==> src/rtl/ld_project.sv <==
// Settings controller for two fridges, two ACs and two washers.
// Optional: define ACTIMER_COUNTDOWN_EN to make each AC timer count down to 0.
module ld_project (
    input  logic       clk,
    input  logic       rst_n,
    input  logic       s0,
    input  logic       s1,
    input  logic       s2,
    input  logic       s3,
    input  logic       s4,
    input  logic       s5,
    input  logic [4:0] inp,
    input  logic [4:0] wash,
    input  logic [4:0] rinse,
    input  logic [4:0] spin,
    input  logic [4:0] cloth,
    output logic [4:0] fgt1,
    output logic [4:0] frt1,
    output logic [4:0] fgc1,
    output logic [4:0] frc1,
    output logic [4:0] fgt2,
    output logic [4:0] frt2,
    output logic [4:0] fgc2,
    output logic [4:0] frc2,
    output logic       ice1,
    output logic       ice2,
    output logic [4:0] actemp1,
    output logic [4:0] accap1,
    output logic [4:0] acfan1,
    output logic [4:0] actimer1,
    output logic [4:0] actemp2,
    output logic [4:0] accap2,
    output logic [4:0] acfan2,
    output logic [4:0] actimer2,
    output logic [4:0] wash_out_1,
    output logic [4:0] rinse_out_1,
    output logic [4:0] spin_out_1,
    output logic [4:0] cloth_out_1,
    output logic [4:0] wash_out_2,
    output logic [4:0] rinse_out_2,
    output logic [4:0] spin_out_2,
    output logic [4:0] cloth_out_2
);

    localparam logic [1:0] CLS_FRIDGE = 2'b00;
    localparam logic [1:0] CLS_AC     = 2'b01;
    localparam logic [1:0] CLS_WASHER = 2'b10;

    logic [1:0] dev_class;
    logic [1:0] field;

    assign dev_class = {s0, s1};
    assign field     = {s3, s4};

    genvar gi;
    generate
        for (gi = 0; gi < 2; gi++) begin : g_unit
            localparam logic UNIT_ID = 1'(gi);

            logic       unit_sel;
            logic [4:0] fgt_reg, frt_reg, fgc_reg, frc_reg;
            logic       ice_reg;
            logic [4:0] actemp_reg, accap_reg, acfan_reg, actimer_reg;
            logic [4:0] wash_reg, rinse_reg, spin_reg, cloth_reg;

            assign unit_sel = (s2 == UNIT_ID);

            always_ff @(posedge clk) begin
                if (!rst_n) begin
                    fgt_reg     <= '0;
                    frt_reg     <= '0;
                    fgc_reg     <= '0;
                    frc_reg     <= '0;
                    ice_reg     <= 1'b0;
                    actemp_reg  <= '0;
                    accap_reg   <= '0;
                    acfan_reg   <= '0;
                    actimer_reg <= '0;
                    wash_reg    <= '0;
                    rinse_reg   <= '0;
                    spin_reg    <= '0;
                    cloth_reg   <= '0;
                end else begin
`ifdef ACTIMER_COUNTDOWN_EN
                    // A timer write further down overrides this decrement.
                    if (actimer_reg != 5'd0) begin
                        actimer_reg <= actimer_reg - 5'd1;
                    end
`endif
                    if (unit_sel) begin
                        case (dev_class)
                            CLS_FRIDGE: begin
                                // s5 is only consulted for the temperature/capacity fields.
                                case (field)
                                    2'b00: begin
                                        if (s5) frt_reg <= inp;
                                        else    fgt_reg <= inp;
                                    end
                                    2'b01: begin
                                        if (s5) frc_reg <= inp;
                                        else    fgc_reg <= inp;
                                    end
                                    2'b10:   ice_reg <= inp[0];
                                    default: ;
                                endcase
                            end
                            CLS_AC: begin
                                case (field)
                                    2'b00:   actemp_reg  <= inp;
                                    2'b01:   accap_reg   <= inp;
                                    2'b10:   acfan_reg   <= inp;
                                    default: actimer_reg <= inp;
                                endcase
                            end
                            CLS_WASHER: begin
                                if (s3) begin
                                    wash_reg  <= '0;
                                    rinse_reg <= '0;
                                    spin_reg  <= '0;
                                    cloth_reg <= '0;
                                end else begin
                                    wash_reg  <= wash;
                                    rinse_reg <= rinse;
                                    spin_reg  <= spin;
                                    cloth_reg <= cloth;
                                end
                            end
                            default: ;
                        endcase
                    end
                end
            end
        end
    endgenerate

    assign fgt1        = g_unit[0].fgt_reg;
    assign frt1        = g_unit[0].frt_reg;
    assign fgc1        = g_unit[0].fgc_reg;
    assign frc1        = g_unit[0].frc_reg;
    assign fgt2        = g_unit[1].fgt_reg;
    assign frt2        = g_unit[1].frt_reg;
    assign fgc2        = g_unit[1].fgc_reg;
    assign frc2        = g_unit[1].frc_reg;
    assign ice1        = g_unit[0].ice_reg;
    assign ice2        = g_unit[1].ice_reg;
    assign actemp1     = g_unit[0].actemp_reg;
    assign accap1      = g_unit[0].accap_reg;
    assign acfan1      = g_unit[0].acfan_reg;
    assign actimer1    = g_unit[0].actimer_reg;
    assign actemp2     = g_unit[1].actemp_reg;
    assign accap2      = g_unit[1].accap_reg;
    assign acfan2      = g_unit[1].acfan_reg;
    assign actimer2    = g_unit[1].actimer_reg;
    assign wash_out_1  = g_unit[0].wash_reg;
    assign rinse_out_1 = g_unit[0].rinse_reg;
    assign spin_out_1  = g_unit[0].spin_reg;
    assign cloth_out_1 = g_unit[0].cloth_reg;
    assign wash_out_2  = g_unit[1].wash_reg;
    assign rinse_out_2 = g_unit[1].rinse_reg;
    assign spin_out_2  = g_unit[1].spin_reg;
    assign cloth_out_2 = g_unit[1].cloth_reg;

endmodule

==> config.mk <==
export PLATFORM = sky130hd
export DESIGN_NAME = ld_project
export DESIGN_NICKNAME = d
export VERILOG_FILES = /design/src/rtl/ld_project.sv
export SDC_FILE = /design/constraint.sdc
export NUM_CORES = 1
export LEC_CHECK = 0
export BUFFER_PORTS_ARGS = -buffer_cell sky130_fd_sc_hd__buf_4
export CORE_MARGIN = 3
export CORE_UTILIZATION = 50
export DETAILED_ROUTE_END_ITERATION = 16
export PLACE_DENSITY = 0.75
export SLEW_MARGIN = 20
export SYNTH_ARGS = -nofsm -noshare
export SYNTH_HDL_FRONTEND = slang
export SYNTH_SLANG_ARGS = --single-unit
export TNS_END_PERCENT = 1
==> constraint.sdc <==
create_clock -name clk -period 1.35 [get_ports clk]
set_input_delay 0.2025 -clock clk [delete_from_list [all_inputs] [get_ports clk]]
set_output_delay 0.2025 -clock clk [all_outputs]
set_load 0.05 [all_outputs]
After elaboration in Yosys (flattened, before gate mapping)

Cells that the tools add are included.

Eq/ne operators: 4
Bitwise operators: 3
Multiplexer cells: 4
Reductions and logical operators: 23

Operators with widths:

| kind               | number |
|---|---|
| $reduce_and 4->1   | 8 |
| $reduce_and 3->1   | 10 |
| $mux 5             | 4 |
| $eq 2x1->1 const B | 2 |
| $eq 2x2->1 const B | 2 |
| $logic_not 2->1    | 2 |
| $reduce_and 2->1   | 2 |
| $not 1->1          | 3 |
| $reduce_or 3->1    | 1 |

Input bits: 33
Register bits after elaboration: 122
Output and inout bits: 122

Logic depth before layout (Yosys ltp)

Gate-level depths: netlist of the first run.

Word-level depth: 4
Mapped depth: 5

Least setup slack after synthesis of the first run

No wires, ideal clock.

Kind: input to register
Start: input port s0
End: register g_unit[0].accap_reg[1], in the netlist accap1[1]
Path slack: 0.155 ns
Arrival: 1.063 ns
Stages on the path: 5
Required time: 1.218 ns
Path buffers: 2
Setup time: 0.132 ns
Cell sequence: buf_6 nand3b_4 or3_1 buf_6 mux2i_1

Longest elaborated chain between the ends: 2

RTL lines:

| element                           | line | source |
|---|---|---|
| from (decl)                       | 6    | `input logic s0,` |
| $eq 2x1->1                        | 91   | `case (dev_class)` |
| $reduce_and 3->1 (no source line) | --   |  |
| to (signal assigned)              | 110  | `2'b01: accap_reg <= inp;` |
| to (decl)                         | 63   | `logic [4:0] actemp_reg, accap_reg, acfan_reg, actimer_reg;` |

No other way between the ends.
A chain may end at the register's enable or synchronous reset.

Worst setup path after layout of the first run

Start: register g_unit[1].accap_reg[1], in the netlist accap2[1]
End: output port accap2[1]

RTL lines:

| element                | line | source |
|---|---|---|
| from (decl)            | 63   |  |
| from (signal assigned) | 110  |  |
| to (decl)              | 32   | `output logic [4:0] accap2,` |

No word-level cell between the ends.

==> results.json, run 1 <==
{
  "tightest_slew_ps": 397,
  "start_util": 0.529,
  "die_w_um": 103,
  "maxSlewViolCount": 0,
  "antenna_found_initial": 0,
  "clockRootBuffer": "clkbuf_8",
  "dr.pass1.iters": 4,
  "cts_sinks": 122,
  "setup_viol": 0,
  "grt_max_degree": 59,
  "slowest_stage": "dfxtp_1",
  "die_area_sq_um": 10700,
  "dp_cells": 760,
  "min_period_over_period": 0.948,
  "synth_top_area_share": 0.514,
  "cts.repair.resized": 0,
  "max_slew_margin": 0.735,
  "max_freq_ghz": 0.782,
  "multi_input_area_sq_um": 2130,
  "total_leakage_power_nw": 3.13,
  "die_h_um": 103,
  "clk_pin_slew_ps": 60,
  "min_path_cells": 3,
  "drive_gt1_frac": 0.321,
  "pwr-share-comb": 0.081,
  "io_pins": 155,
  "arrival_ps": 1080,
  "finClkSkew_ps": 0,
  "critPathCaptureType": "output pin",
  "slowest_delay_ps": 360,
  "final_area_sq_um": 6620,
  "numCtsBuffers": 17,
  "clockPowerShare": 0.488,
  "ys_types": 28,
  "ff2ff_path_depth": 2,
  "drtAntennaViolNets": 0,
  "diodes": 0,
  "first_global_vias": 4007,
  "swShare": 0.254,
  "p_sw_w": 0.00217,
  "cts_buffer_depth": 2,
  "tns_ps": 0,
  "vias_per_cell": 5.04,
  "port-buffer-count": 154,
  "drtIter0Drc": 144,
  "finalPower_w": 0.00853,
  "holdCritPathClass": "input pin to register",
  "instances_no_fill": 792,
  "ys_seq_area_frac": 0.514,
  "area_delta_synth_final_pct": 39.3,
  "hold_violations": 0,
  "ys_warn_count": 0,
  "whs_endpoint": "ice2",
  "post-cts-setup-buffers": 0,
  "post_drt_wl_per_cell_um": 15.7,
  "overflow": 0,
  "detail_route.drc_violations": 0,
  "reg2reg_to": "accap1[3]",
  "synth_seq_cells": 122,
  "path_delay_family": "flip-flops",
  "synthCells": 502,
  "grtUsageTotal": 0.236,
  "num_vias": 3992,
  "post-route-util": 0.737,
  "cp-start-kind": "register",
  "syn-cell-area_sq_um": 4750,
  "dpl-instance-area_sq_um": 6060,
  "avgSynthCellArea_sq_um": 9.47,
  "n_fill_cell": 674,
  "nNetsFinal": 686,
  "p_seq_frac": 0.431,
  "r2r_setup_slack_ps": 680,
  "hold_start": "s3",
  "path_max_fanout": 2,
  "grt_first_pass_wirelength_um": 19600,
  "holdBufCountCts": 0,
  "internal_power_w": 0.00636,
  "most-common-layout-cells": "nand2_1 (176), buf_4 (167), dfxtp_1 (122)",
  "required_ps": 1150,
  "clk_latency_ps": 500,
  "cts_tree": "built",
  "grt_setup_unrepaired": "false",
  "fin_crit_ps": 1280,
  "final_common_cell": "nand2_1",
  "ys_top_cells_by_area": "dfxtp_1 (51%), mux2i_1 (17%), nand2_1 (14%)",
  "cap_violations": 0,
  "r2r_start": "accap1[3]",
  "gp_congestion": 0.804,
  "p_per_area_nw_per_um2": 1290,
  "num_rows": 34,
  "yosysTopAreaCell": "dfxtp_1",
  "crit_buf_inv": 1,
  "status": "finished, final reports clean",
  "dp_hpwl_um": 8710,
  "core_sq_um": 8980,
  "crit_chain": "buf_4",
  "syn-num-nets": 535,
  "wirelength_um": 12400,
  "htree_levels": 4,
  "ff_latch_area_sq_um": 2440,
  "worstSetupPathType": "register to output pin",
  "ir_drop_uv": 1090
}
[synthesized netlist by cell type]
| cell type | count |
|---|---|
| nand2_1 | 176 |
| dfxtp_1 | 122 |
| mux2i_1 | 82 |
| a21boi_0 | 37 |
| nor2b_1 | 23 |
| clkbuf_1 | 19 |
| buf_2 | 16 |
| a21boi_1 | 3 |
| buf_4 | 2 |
| buf_6 | 2 |
| nand3_1 | 2 |
| nor2_2 | 2 |
| and3_1 | 1 |
| and3b_1 | 1 |
| nand3_2 | 1 |
| nand3b_1 | 1 |
| nand3b_4 | 1 |
| nand4_1 | 1 |
| nand4_2 | 1 |
| nor2_1 | 1 |
| nor3_4 | 1 |
| nor3b_1 | 1 |
| nor3b_2 | 1 |
| nor3b_4 | 1 |
| nor4_2 | 1 |
| nor4b_2 | 1 |
| or3_1 | 1 |
| or3b_1 | 1 |
[area by class of cell]
cell class                      instances  share of cell area
Timing Repair Buffer                  171               0.202
Clock inverter                         15              0.0217
Clock buffer                           17              0.0626
Sequential cell                       122               0.369
Tap cell                              126              0.0238
Multi-Input combinational cell        341               0.321
[cell families (layout without fill, tap and decap cells)]
group	count (synthesis)	after routing	synth area share
AOI/OAI and AO/OA	40	40	0.0632
buffers and inverters	39	203	0.0398
DFF	122	122	0.514
muxes	82	82	0.173
and+or+nand+nor	219	219	0.210
[routing by layer]
metal | part of all wire | vias up | GRT usage
met5 | 0 | - | 0
met4 | 0.018 | 0 | 0.0727
met3 | 0.063 | 19 | 0.0731
met2 | 0.50 | 128 | 0.409
met1 | 0.42 | 1898 | 0.278
li1 | - | 1947 | -
[power groups by stage]
stage	sequential, W	combinational (W)	clock, W
after detailed placement	0.00376	0.000688	0
after floorplan	0.00392	0.000277	0
after global placement	0.00376	0.000682	0
final	0.00368	0.000688	0.00416
after CTS	0.00368	0.000692	0.00421
after global routing	0.00368	0.000733	0.00440
[stage by stage]
| stage | setup slack (ps) | hold WS [ps] |
|---|---|---|
| 3_3_place_gp | 66.9 | 445 |
| 6_report | 70.5 | 66.5 |
| 5_1_grt | 33.4 | 87.5 |
| 4_1_cts | 51.7 | 50.9 |
| 3_5_place_dp | 13.6 | 449 |
| 2_1_floorplan | 155 | 426 |
[worst max path at each step]
stage	start	to	slack, ps	cells after the start
after CTS	accap1[3]	accap1[3]	50	1
final	accap2[1]	accap2[1]	70	1
after global placement	s0	accap1[0]	70	4
after global routing	accap2[1]	accap2[1]	30	1
after floorplan	s0	accap1[1]	150	5
after detailed placement	s0	accap1[3]	10	4
(Power assumes the default switching activity.)
==> run 2: changes to the inputs <==
BUFFER_PORTS_ARGS = -buffer_cell sky130_fd_sc_hd__buf_2   (was -buffer_cell sky130_fd_sc_hd__buf_4)
CELL_PAD_IN_SITES_DETAIL_PLACEMENT = 1   (was not set)
CELL_PAD_IN_SITES_GLOBAL_PLACEMENT = 1   (was not set)
CORE_MARGIN = not set   (was 3)
CORE_UTILIZATION = 37   (was 50)
==> run 2 against run 1 <==
Fmax grew 0.89%. Register-to-register slack lost 50 ps. Sequential share of layout area up 1.3 points. Wire length rose by 14%. Total power grew 5.2%. Via count grew 1.7%. Clock power increased by 12%. Critical endpoint is now actemp2[0]. Largest cell class unchanged.
==> results.json, run 2 (synthesized netlist as in run 1, its figures left out) <==
{
  "endpoint": "actemp2[0]",
  "wirelength_um": 14300,
  "gp_congestion": 0.734,
  "start_util": 0.378,
  "tightest_slew_ps": 402,
  "cts.repair.resized": 0,
  "setup_viol": 0,
  "numCtsBuffers": 17,
  "maxSlewViolCount": 0,
  "path_max_fanout": 2,
  "grt.busiest_layer": "met2",
  "first_global_vias": 4314,
  "grtUsageMet3": 0.0780,
  "slowest_delay_ps": 370,
  "most-common-layout-cells": "nand2_1 (176), buf_2 (153), dfxtp_1 (122)",
  "crit_chain": "buf_2",
  "gr-usage-met2": 0.388,
  "holdCritPathClass": "input pin to register",
  "port-buffer-count": 154,
  "arrival_ps": 1070,
  "antenna_found_initial": 2,
  "crit_buf_inv": 1,
  "status": "finished, final reports clean",
  "r2r_start": "acfan1[1]",
  "dr.pass1.iters": 4,
  "die_w_um": 115,
  "ir_drop_uv": 1160,
  "critPathCaptureType": "output pin",
  "hold_violations": 0,
  "use_met1": 0.244,
  "min_period_over_period": 0.939,
  "r2r_setup_slack_ps": 630,
  "crit_path_start": "actemp2[0]",
  "max_slew_margin": 0.732,
  "grt_max_degree": 63,
  "slowest_stage": "dfxtp_1",
  "clk_latency_ps": 410,
  "post-cts-setup-buffers": 0,
  "vias_per_cell": 4.80,
  "setup_ws_ps": 81.8,
  "grt_first_pass_wirelength_um": 22200,
  "grt_setup_unrepaired": "false",
  "total_leakage_power_nw": 3.17,
  "n_fill_cell": 1485,
  "detail_route.drc_violations": 0,
  "required_ps": 1150,
  "grtUsageTotal": 0.224,
  "final_common_cell": "nand2_1",
  "reg2reg_to": "acfan1[1]",
  "multi_input_area_sq_um": 2130,
  "p_per_area_nw_per_um2": 1410,
  "num_rows": 41,
  "cap_violations": 0,
  "io_pins": 155,
  "cp-start-kind": "register",
  "max_freq_ghz": 0.789,
  "tns_ps": 0,
  "overflow": 0,
  "die_area_sq_um": 13300,
  "htree_levels": 4,
  "ff2ff_path_depth": 2,
  "dp_hpwl_um": 9930,
  "num_vias": 4058,
  "dp_slack_ps": -120,
  "area_delta_synth_final_pct": 34.4,
  "clk_pin_slew_ps": 60,
  "path_delay_family": "flip-flops",
  "cts_buffer_depth": 2,
  "nNetsFinal": 693,
  "drtIter0Drc": 151,
  "die_h_um": 115,
  "holdBufCountCts": 0,
  "core_sq_um": 12600,
  "cts_tree": "built",
  "worstSetupPathType": "register to output pin",
  "fin_crit_ps": 1270,
  "clockRootBuffer": "clkbuf_16",
  "cp.depth": 1,
  "finClkSkew_ps": 0,
  "final_area_sq_um": 6390,
  "drive_gt1_frac": 0.328,
  "ff_latch_area_sq_um": 2440,
  "cts_sinks": 122,
  "dpl-instance-area_sq_um": 5770,
  "post_drt_wl_per_cell_um": 16.8,
  "drtAntennaViolNets": 0
}
==> run 2: where the power goes <==
| part | switching, W | internal (W) |
|---|---|---|
| Sequential | 0.0000266 | 0.00365 |
| Clock | 0.00169 | 0.00295 |
| Combinational | 0.000455 | 0.000198 |
| Total | 0.00217 | 0.00680 |
==> run 2: area by class of cell <==
class,count,share of cell area
Sequential cell,122,0.382
Multi-Input combinational cell,341,0.333
Timing Repair Buffer,178,0.155
Clock buffer,18,0.0688
Tap cell,172,0.0337
Clock inverter,14,0.0266
Antenna cell,1,0.000392
==> run 2: worst min path at each step <==
stage                              to  cells after the start  slack [ps]   startpoint
final                     actimer2[3]                      3         160        rst_n
after global routing        acfan2[3]                      3         160        rst_n
after CTS                   accap2[2]                      3         150        rst_n
after detailed placement    accap2[2]                      2         450    accap2[2]
after global placement    actimer1[2]                      2         440  actimer1[2]
after floorplan                  ice1                      3         430           s2
==> run 2: metal layers <==
metal	vias to the layer above	share of wire
met2	120	0.50
met4	0	0.024
met1	1946	0.42
li1	1961	-
met3	31	0.057
met5	-	0
==> run 2: per-stage QoR <==
stage	util	std cells	total power, W	hold WS, ps
after floorplan	-	502	0.00420	426
after global placement	0.459	813	0.00439	442
after detailed placement	0.459	813	0.00441	449
after CTS	0.508	845	0.00906	146
after global routing	0.508	846	0.00927	165
final	0.508	846	0.00897	158
==> run 3: changes to the inputs <==
CELL_PAD_IN_SITES_DETAIL_PLACEMENT = not set   (was 1)
CELL_PAD_IN_SITES_GLOBAL_PLACEMENT = not set   (was 1)
CORE_MARGIN = 1   (was not set)
CORE_UTILIZATION = 50   (was 37)
SKIP_CTS_REPAIR_TIMING = 1   (was not set)
==> run 3 against run 2 <==
Sequential share of layout area is essentially flat. Clock power decreased by 5.8%. Critical path type unchanged. First-iteration DRC count decreased by 36%. Cell count shrank 5.4%. Clock skew is the same. Critical endpoint is now acfan1[4]. Total power decreased by 3.1%. Design area is essentially flat. Count of clock-buffer cells in the layout shrank 1. Largest cell class unchanged. Highest routed layer unchanged. Sequential cell count is the same.
==> results.json, run 3 (synthesized netlist as in run 1, its figures left out) <==
{
  "cp-start-kind": "register",
  "post-route-util": 0.691,
  "internal_power_w": 0.00652,
  "post_drt_wl_per_cell_um": 15.1,
  "dr.pass1.iters": 4,
  "grtUsageMet3": 0.0675,
  "min_period_over_period": 0.978,
  "whs_ps": 69.6,
  "vias_per_cell": 4.95,
  "num_rows": 35,
  "required_ps": 1150,
  "most-common-layout-cells": "nand2_1 (176), buf_2 (123), dfxtp_1 (122)",
  "cts_tree": "built",
  "wirelength_um": 12100,
  "setup_viol": 0,
  "use_met1": 0.294,
  "gp_congestion": 0.769,
  "ir_drop_uv": 1030,
  "max_slew_margin": 0.764,
  "slowest_stage": "dfxtp_1",
  "swShare": 0.251,
  "dp_hpwl_um": 8260,
  "gr-usage-met2": 0.425,
  "grt.busiest_layer": "met2",
  "die_h_um": 99.5,
  "pwr-share-comb": 0.075,
  "final_common_cell": "nand2_1",
  "tightest_slew_ps": 351,
  "detail_route.drc_violations": 0,
  "port-buffer-count": 154,
  "area_delta_synth_final_pct": 34.4,
  "first_global_vias": 3866,
  "core_sq_um": 9240,
  "critPathCaptureType": "output pin",
  "num_vias": 3959,
  "min_path_cells": 3,
  "drive_gt1_frac": 0.326,
  "p_sw_w": 0.00218,
  "cap_violations": 0,
  "clk_pin_slew_ps": 60,
  "grt_first_pass_wirelength_um": 18900,
  "status": "finished, final reports clean",
  "p_per_area_nw_per_um2": 1360,
  "start_util": 0.514,
  "grtUsageTotal": 0.246,
  "finalPower_w": 0.00870,
  "cts_buffer_depth": 2,
  "path_max_fanout": 2,
  "grt_max_degree": 59,
  "clk_latency_ps": 500,
  "hold_violations": 0,
  "finClkSkew_ps": 0,
  "ff2ff_path_depth": 2,
  "worstSetupPathType": "register to output pin",
  "drtIter0Drc": 96,
  "die_area_sq_um": 9900,
  "antenna_found_initial": 0,
  "diodes": 0,
  "drtAntennaViolNets": 0,
  "arrival_ps": 1120,
  "max_freq_ghz": 0.757,
  "crit_buf_inv": 1,
  "total_leakage_power_nw": 3.14,
  "cp.depth": 1,
  "numCtsBuffers": 17,
  "crit_chain": "buf_2",
  "holdCritPathClass": "input pin to register",
  "maxSlewViolCount": 0,
  "fin_crit_ps": 1320,
  "clockRootBuffer": "clkbuf_8",
  "slowest_delay_ps": 350,
  "htree_levels": 4,
  "io_pins": 155,
  "die_w_um": 99.5,
  "overflow": 0,
  "clockPowerShare": 0.503,
  "p_seq_frac": 0.422,
  "cts_sinks": 122,
  "nNetsFinal": 691,
  "path_delay_family": "flip-flops",
  "tns_ps": 0
}
==> run 3: cell count changes in the layout (fill, tap and decap cells not counted) <==
cell	previous run	this run
inv_8	0	1
clkinv_2	3	2
buf_4	22	18
clkbuf_4	0	30
clkinvlp_4	4	3
clkbuf_16	17	16
bufinv_16	3	2
buf_12	3	5
diode_2	1	0
inv_6	2	5
buf_2	153	123
==> run 3: final cells by class <==
| type | count | area, sq um |
|---|---|---|
| Clock buffer | 17 | 414 |
| Clock inverter | 15 | 165 |
| Fill cell | 726 | 2860 |
| Multi-Input combinational cell | 341 | 2130 |
| Sequential cell | 122 | 2440 |
| Tap cell | 129 | 161 |
| Timing Repair Buffer | 176 | 1080 |
==> run 3: path summary, 6_finish.rpt <==
check,from,endpoint,slack (ps)
worst max register to register,cloth_out_2[4],cloth_out_2[4],680
worst max-delay path,acfan1[4],acfan1[4],30
worst min-delay path,rst_n,actimer2[3],70
worst min register to register,accap2[0],accap2[0],450
==> run 3: power groups by stage <==
stage          Clock, W  Combinational (W)  Sequential (W)
3_5_place_dp          0           0.000641         0.00375
2_1_floorplan         0           0.000277         0.00392
4_1_cts         0.00444           0.000647         0.00367
6_report        0.00437           0.000650         0.00368
3_3_place_gp          0           0.000635         0.00375
5_1_grt         0.00459           0.000690         0.00368
==> run 3: stage by stage <==
stage	setup WS, ps	cell area, sq um	instances
floorplan	155	4750	502
global placement	31.9	5730	768
detailed placement	-7.39	5730	768
CTS	-22.0	6310	800
global route	-11.7	6380	800
finish	29.6	6380	800
==> run 3: metal layers <==
layer  wire length, um  share of wire  up-vias
li1                  -              -     1954
met2              6020           0.50      123
met5                 0              0        -
met3               677          0.056       12
met4               167          0.014        0
met1              5260           0.43     1870
